**src/rtl/dram_arbiter.sv**
```systemverilog
// Shares one external DRAM port between NUM_REQ engines and tracks outstanding reads per tenure.
// Build option: define ARB_FIXED_PRIO_EN for fixed priority (lowest index wins) instead of round-robin.
module dram_arbiter #(
  parameter int unsigned DATA_WIDTH = 32,
  parameter int unsigned ADDR_WIDTH = 18,
  parameter int unsigned NUM_REQ    = 3,
  parameter int unsigned MAX_OUTST  = 8
) (
  input  logic                           clk,
  input  logic                           srstn,
  input  logic [NUM_REQ-1:0]             req,
  input  logic [NUM_REQ-1:0]             rd_en_req,
  input  logic [NUM_REQ-1:0]             wr_en_req,
  input  logic [NUM_REQ*ADDR_WIDTH-1:0]  addr_in_req,
  input  logic [NUM_REQ*ADDR_WIDTH-1:0]  addr_out_req,
  input  logic [NUM_REQ*DATA_WIDTH-1:0]  data_out_req,
  output logic [NUM_REQ-1:0]             gnt,
  output logic [NUM_REQ-1:0]             valid_req,
  output logic                           stall,
  output logic                           err,
  input  logic                           dram_valid,
  output logic [DATA_WIDTH-1:0]          data_out,
  output logic [ADDR_WIDTH-1:0]          addr_in,
  output logic [ADDR_WIDTH-1:0]          addr_out,
  output logic                           dram_en_wr,
  output logic                           dram_en_rd
);

  localparam int unsigned OWN_W = (NUM_REQ > 1) ? $clog2(NUM_REQ) : 1;
  localparam int unsigned CNT_W = 4;

  typedef enum logic [1:0] {ST_IDLE, ST_GRANT, ST_DRAIN} state_e;

  state_e               state_q, state_d;
  logic [NUM_REQ-1:0]   gnt_q, gnt_d;
  logic [OWN_W-1:0]     owner_q, owner_d;
  logic [OWN_W-1:0]     rr_ptr_q, rr_ptr_d;
  logic [CNT_W-1:0]     outst_q, outst_d;
  logic                 err_q, err_d;

  logic [OWN_W-1:0]     arb_start;
  logic [OWN_W-1:0]     win_idx;
  logic                 win_found;
  logic                 outst_full;
  logic                 valid_ok;

  logic [ADDR_WIDTH-1:0] rd_addr_arr [NUM_REQ];
  logic [ADDR_WIDTH-1:0] wr_addr_arr [NUM_REQ];
  logic [DATA_WIDTH-1:0] wr_data_arr [NUM_REQ];

  // Unpack per-requester address/data buses
  always_comb begin
    for (int i = 0; i < int'(NUM_REQ); i++) begin
      rd_addr_arr[i] = addr_in_req[i*ADDR_WIDTH +: ADDR_WIDTH];
      wr_addr_arr[i] = addr_out_req[i*ADDR_WIDTH +: ADDR_WIDTH];
      wr_data_arr[i] = data_out_req[i*DATA_WIDTH +: DATA_WIDTH];
    end
  end

  // Winner search: first set req bit at or after arb_start, wrapping
  always_comb begin
    int unsigned idx;
`ifdef ARB_FIXED_PRIO_EN
    arb_start = '0;
`else
    arb_start = rr_ptr_q;
`endif
    win_found = 1'b0;
    win_idx   = '0;
    idx       = 0;
    for (int unsigned k = 0; k < NUM_REQ; k++) begin
      idx = 32'(arb_start) + k;
      if (idx >= NUM_REQ) idx = idx - NUM_REQ;
      if (!win_found && req[idx]) begin
        win_found = 1'b1;
        win_idx   = OWN_W'(idx);
      end
    end
  end

  // Next-state, DRAM forwarding and outstanding-read bookkeeping
  always_comb begin
    state_d    = state_q;
    gnt_d      = gnt_q;
    owner_d    = owner_q;
    rr_ptr_d   = rr_ptr_q;
    outst_d    = outst_q;
    err_d      = err_q;
    data_out   = '0;
    addr_in    = '0;
    addr_out   = '0;
    dram_en_wr = 1'b0;
    dram_en_rd = 1'b0;
    stall      = 1'b0;
    valid_req  = '0;
    outst_full = (outst_q == CNT_W'(MAX_OUTST));
    valid_ok   = dram_valid && (outst_q != '0);

    case (state_q)
      ST_IDLE: begin
        if (win_found) begin
          owner_d = win_idx;
          gnt_d   = NUM_REQ'(1) << win_idx;
          state_d = ST_GRANT;
        end
      end
      ST_GRANT: begin
        data_out = wr_data_arr[owner_q];
        addr_in  = rd_addr_arr[owner_q];
        addr_out = wr_addr_arr[owner_q];
        if (req[owner_q]) begin
          dram_en_wr = wr_en_req[owner_q];
          dram_en_rd = rd_en_req[owner_q] && !outst_full;
          stall      = rd_en_req[owner_q] && outst_full;
        end else begin
          gnt_d   = '0;
          state_d = ST_DRAIN;
`ifndef ARB_FIXED_PRIO_EN
          if (owner_q == OWN_W'(NUM_REQ - 1)) rr_ptr_d = '0;
          else                                rr_ptr_d = owner_q + OWN_W'(1);
`endif
        end
      end
      ST_DRAIN: begin
        if (outst_q == '0) state_d = ST_IDLE;
      end
      default: state_d = ST_IDLE;
    endcase

    if (valid_ok) valid_req[owner_q] = 1'b1;
    if (dram_valid && (outst_q == '0)) err_d = 1'b1;

    case ({dram_en_rd, valid_ok})
      2'b10:   outst_d = outst_q + CNT_W'(1);
      2'b01:   outst_d = outst_q - CNT_W'(1);
      default: outst_d = outst_q;
    endcase
  end

  always_ff @(posedge clk) begin
    if (!srstn) begin
      state_q  <= ST_IDLE;
      gnt_q    <= '0;
      owner_q  <= '0;
      rr_ptr_q <= '0;
      outst_q  <= '0;
      err_q    <= 1'b0;
    end else begin
      state_q  <= state_d;
      gnt_q    <= gnt_d;
      owner_q  <= owner_d;
      rr_ptr_q <= rr_ptr_d;
      outst_q  <= outst_d;
      err_q    <= err_d;
    end
  end

  assign gnt = gnt_q;
  assign err = err_q;

endmodule

```
**config.mk**
```make
export PLATFORM = sky130hd
export DESIGN_NAME = dram_arbiter
export DESIGN_NICKNAME = d
export VERILOG_FILES = /design/src/rtl/dram_arbiter.sv
export SDC_FILE = /design/constraint.sdc
export NUM_CORES = 1
export LEC_CHECK = 0
export CORE_AREA = 5 5 112 114
export DETAILED_ROUTE_END_ITERATION = 8
export DIE_AREA = 0 0 117 119
export PLACE_DENSITY = 0.68
export SETUP_SLACK_MARGIN = 0.15
export SLEW_MARGIN = 20
export SYNTH_ARGS = -nofsm -noshare
export SYNTH_HDL_FRONTEND = slang
export SYNTH_SLANG_ARGS = --single-unit
```
**constraint.sdc**
```tcl
create_clock -name clk -period 3.2 [get_ports clk]
set_input_delay 0.64 -clock clk [delete_from_list [all_inputs] [get_ports clk]]
set_output_delay 0.64 -clock clk [all_outputs]
set_load 0.005 [all_outputs]
```
Yosys cells after proc, flatten, opt, wreduce, memory -nomap -nowiden
Index checks and enable logic that the tools add are counted.

word-level totals
  register bits after elaboration = 14
  output and inout port bits = 78
  word-level logic and storage cells = 105

cells by class
  add/subtract/negate cells = 8
  order comparisons = 9
  equal/unequal tests = 9
  shift-type cells = 1
  multiplexer cells = 51
  bitwise logic cells = 2
  reductions and logical operators = 19

operators by type and width
  operator                                                                             number
  32-bit two-way mux                                                                   6
  18-bit two-way mux                                                                   6
  32-bit by 3-bit < comparator with 1-bit output, second input constant                3
  18-bit binary-select mux with 2-bit select                                           2
  32-bit binary-select mux with 2-bit select                                           1
  1-bit two-way mux                                                                    16
  2-bit two-way mux                                                                    7
  1-bit binary-select mux with 2-bit select                                            6
  3-bit two-way mux                                                                    3
  4-bit case mux with 2 select lines                                                   1
  3-bit by 2-bit subtractor with 4-bit output, second input constant                   2
  1-bit logical AND                                                                    7
  2-bit == test, second input constant                                                 3
  3-bit by 2-bit greater-or-equal comparator with 1-bit output, second input constant  2
  2-bit != test, second input constant                                                 3
  2-bit case mux with 3 select lines                                                   1
  3-bit case mux with 2 select lines                                                   1
  3-bit AND reduction                                                                  2
  4-bit by 1-bit adder with 4-bit output, second input constant                        1
  2-bit by 1-bit == test with 1-bit output, second input constant                      2
  4-bit == test, second input constant                                                 1
  4-bit logical NOT                                                                    1
  2-bit AND reduction                                                                  2
  2-bit nonzero test                                                                   2
  other kinds (16)                                                                     18

Logic depth before layout (Yosys ltp)
  word-level depth = 14
  depth in mapped cells = 13
  mapped depth without buffers = 11

Worst setup path before layout
OpenSTA, ideal clock, no wires.

  kind = register to register
  start point = reg owner_q[0]
  end point = reg outst_q[2]
  arrival = 2352 ps
  required time = 3129 ps
  path slack = 778 ps
  stages on the path, launching flop included = 14
  path buffers = 2
  cells stage by stage = dfxtp_1 > buf_2 > nor2b_1 > clkbuf_1 > a2bb2oi_2 > nor2_1 > nand3_1 > ha_1 > xor2_1 > ha_1 > a21oi_1 > xor2_1 > or3_1 > a21oi_1

between the ends
  longest elaborated chain between the ends = 7
  elaborated cells between the ends (all ways) = 11
  classes of those cells = eq/ne (2); mux (7); reduce/logical (2)

RTL lines
  item                                                                              RTL line  source
  start: declaration                                                                36        logic [OWN_W-1:0] owner_q, owner_d;
  start signal: assignment                                                          151       owner_q <= owner_d;
  1-bit binary-select mux with 2-bit select                                         113       dram_en_rd = rd_en_req[owner_q] && !outst_full;
  1-bit two-way mux (not written as such)                                           113
  1-bit logical AND                                                                 113
  1-bit two-way mux *                                                               111       if (req[owner_q]) begin
  1-bit two-way mux *                                                               99        case (state_q)
  2-bit by 1-bit == test with 1-bit output / 2-bit == test (equally long branches)  133       case ({dram_en_rd, valid_ok})
  4-bit case mux with 2 select lines / 2-bit nonzero test (equally long branches)   n/a
  end signal: assignment                                                            153       outst_q <= outst_d;
  end: declaration                                                                  38        logic [CNT_W-1:0] outst_q, outst_d;

Every way passes the cells marked *; elsewhere a longest branch is shown, timed or not. The select of a mux whose other input is x is not followed.
A chain may end at the register's enable or synchronous reset.

Worst setup path after layout
  start point = in req[1]
  end point = out dram_en_rd

between the ends
  longest elaborated chain between the ends = 4

RTL lines
  item                                       RTL line  source
  start: declaration                         11        input logic [NUM_REQ-1:0] req,
  1-bit binary-select mux with 2-bit select  111
  1-bit two-way mux (not written as such)    111
  1-bit two-way mux                          111
  1-bit two-way mux                          99
  end: declaration                           26        output logic dram_en_rd

No other way between the ends. The select of a mux whose other input is x is not followed.

==> results.tsv <==
metric	value	unit
Mapped Area	0.002706	mm^2
R2R Path End	outst_q[2]	
crit-path cells	clkdlybuf4s50_1 > mux2i_1 > a2bb2oi_2 > nor2_2 > nand3_1 > buf_4 > inv_1 > clkdlybuf4s50_1	
die extent in x	117	um
largest net degree at the start of global routing	62	
GRT overflow	0	
Tightest Pin Transition	525.9	ps
# rows	39	
share of post-route cells with drive strength above 1	0.04520	
Via density	4.736	
Worst-path clk slew	50	ps
Starting DRT DRC Count	220	
deepest clock path buffer count	2	
H-tree Lvls	1	
via count	4030	
IO buf count	293	
CP Capture Point	dram_en_rd	
total power draw	2480	uW
Sw Pwr	1008	uW
GP Congestion	0.8823	
TNS Setup	0	ps
RSZ-0062 raised after global routing	no	
sequential area share after synthesis	0.1036	
Startpoint Class	input pin	
Initial DRT Pass Iterations	4	
initial antenna violation count	0	
CP dominant cell by count	clkdlybuf4s50_1	
Post-CTS Resized	0	
Synthesis Warnings	0	
delay-heaviest family, CP	buffers and inverters	
FF+latch count, synth	14	
die height	119	um
status	completed	
net total in the final layout	932	
Worst slew margin	0.6494	
maximum VDD drop	0.2288	mV
drt wl/cell	17.02	um
power share of the combinational group	0.781	
final setup fails	0	
footprint of the multi-input gates	0.002265	mm^2
DRT Wirelength	14480	um
Mapped Cells	433	
max incr delay on CP	490	ps
Slowest-stage cell, CP	clkdlybuf4s50_1	
crit path DAT	2280	ps
Area growth syn-to-layout	118.5	%
number of global-route vias before repair	4136	
Post-CTS Hold Buffers	0	
Core ar.	0.01132	mm^2
number of antenna-violating nets in the routed design	0	
initial core utilization	0.2391	
CP Capture Type	output pin	
Post-Syn Area per Cell	6.250	um^2
Worst Path Max Fanout	2	
cts bufs inserted	3	
Skew-Pair Late Insertion Delay	240	ps
drt drc	0	
internal power	1472	uW
CTS sink cnt	14	
Worst R2R Start	owner_q[0]	
worst reg2reg setup slack	720	ps
FF-to-FF path depth	11	
max-slew violations	0	
ant diodes	0	
Crit path required time	2560	ps
CTS root buf	clkbuf_16	
CP Launch Point	req[1]	
FMAX	342.4	MHz
clock power share	0.107	
DIE AREA	0.01392	mm^2
dpl hpwl	11980	um
PwrDens	419.3	mW/mm^2
CTS tree	yes	
switching part of the total power	0.4064	
num ports	294	
fill count	1113	
leakage power	0.002210	uW
Worst path depth	8	
total track usage	0.1904	
Yosys cell types	40	
Buf/Inv on CP	4	
Mapped Nets	656	
first-pass GRT wire length	21600	um
final hold vios	0	
worst clock skew	1.533	ps
Flop pwr share	0.112	
Reg area	285.3	um^2
worst setup path class	in -> out	
post-CTS setup buffer count	0	
worst hold path type	reg -> reg	
number of max-cap violations	0	
Tmin final	2921	ps
final period utilization	0.9127	
[cells in the mapped netlist (all sizes together)]
cell	number	area [um^2]
a211oi	2	15.01
a21oi	81	405.4
a2bb2oi	1	15.01
and2	2	12.51
and3	1	6.260
and3b	1	10.01
buf	14	65.06
clkbuf	22	82.58
dfxtp	14	280.3
ha	7	87.58
inv	7	26.27
mux2	1	11.26
mux2i	76	760.7
nand2	9	33.78
nand2b	4	25.02
nand3	2	10.01
nand3b	5	37.54
nand4	1	6.260
nand4b	2	17.52
nor2	149	561.8
nor2b	4	25.02
nor3	3	15.01
nor3b	1	7.510
nor4	1	6.260
o2111ai	1	8.760
o211ai	1	7.510
o21a	3	23.77
o21ai	6	37.54
o21bai	2	15.01
o22ai	1	6.260
o31ai	1	21.27
o41ai	1	8.760
or3	3	18.77
xor2	4	35.03
[power by group through the flow]
stage / logic [uW] / registers, uW / clock network (uW)
2_1_floorplan: 1000 / 242 / 0
3_3_place_gp: 1920 / 276 / 0
3_5_place_dp: 1950 / 279 / 0
4_1_cts: 1950 / 276 / 269
5_1_grt: 2130 / 285 / 281
6_report: 1940 / 277 / 266
[cell type report]
cell class                 instances  area share
clock buffer                       4     0.01502
inverter                           7    0.004443
multi-input combinational        376      0.3829
sequential                        14     0.04823
tap                              143     0.03025
timing repair buffer             307      0.5191
[cell families after synthesis]
logic type,after synthesis,synth area share
buf+inv,43,0.06426
fa+ha+maj,7,0.03236
flops,14,0.1036
compound gates,100,0.2085
mux,77,0.2853
xor+xnor,4,0.01294
simple gates,188,0.2931
[flip-flops by register name, summed over array words and instances (netlist names)]
name       cells
outst_q        4
state_q        2
gnt            3
arb_start      2
owner_q        2
err            1
[layer usage]
metal  vias up  GRT usage  share of wire
li1       2029          -              -
met2       201     0.3450           0.50
met5         -          0              0
met4         0    0.06165          0.032
met3        26    0.05172           0.10
met1      1774     0.2119           0.36
[placed cells by master (no fill, tap or decap), types with 3 or more instances in the layout]
cell and n:
clkdlybuf4s50_1 293, inv_1 6, buf_4 12, dfxtp_1 12, a21oi_1 81, clkbuf_16 3, or3_1 3, ha_1 7
xor2_1 4, nand3b_1 5, nor3_1 3, nand2b_1 3, nor2_1 147, mux2i_1 76, nand2_1 9, nor2b_1 3
[worst min-delay path, cell delays in order (launching register included)]
cell and delay (ps):
dfxtp_1 300, nand3_1 60, a21oi_1 60
[stage by stage]
| step | cells | utilization | worst slack [ps] | hold WS, ps | area [um^2] |
|---|---|---|---|---|---|
| 6_report | 851 | 0.5224 | 279.4 | 462.5 | 5914 |
| 5_1_grt | 851 | 0.5224 | 164.6 | 500.0 | 5914 |
| 4_1_cts | 851 | 0.5216 | 251.3 | 466.6 | 5904 |
| 3_5_place_dp | 847 | 0.5137 | 197.6 | 460.0 | 5816 |
| 3_3_place_gp | 847 | 0.5137 | 270.1 | 456.4 | 5816 |
| 2_1_floorplan | 433 | - | 777.6 | 460.4 | 2706 |
[how the worst min path moves through the flow]
| stage | startpoint | end | cells after the start |
|---|---|---|---|
| floorplan | err | err | 2 |
| global route | gnt[1] | gnt[1] | 2 |
| global placement | gnt[1] | gnt[1] | 2 |
| detailed placement | gnt[1] | gnt[1] | 2 |
| finish | gnt[1] | gnt[1] | 2 |
| CTS | gnt[1] | gnt[1] | 2 |
(Power assumes the default switching activity.)
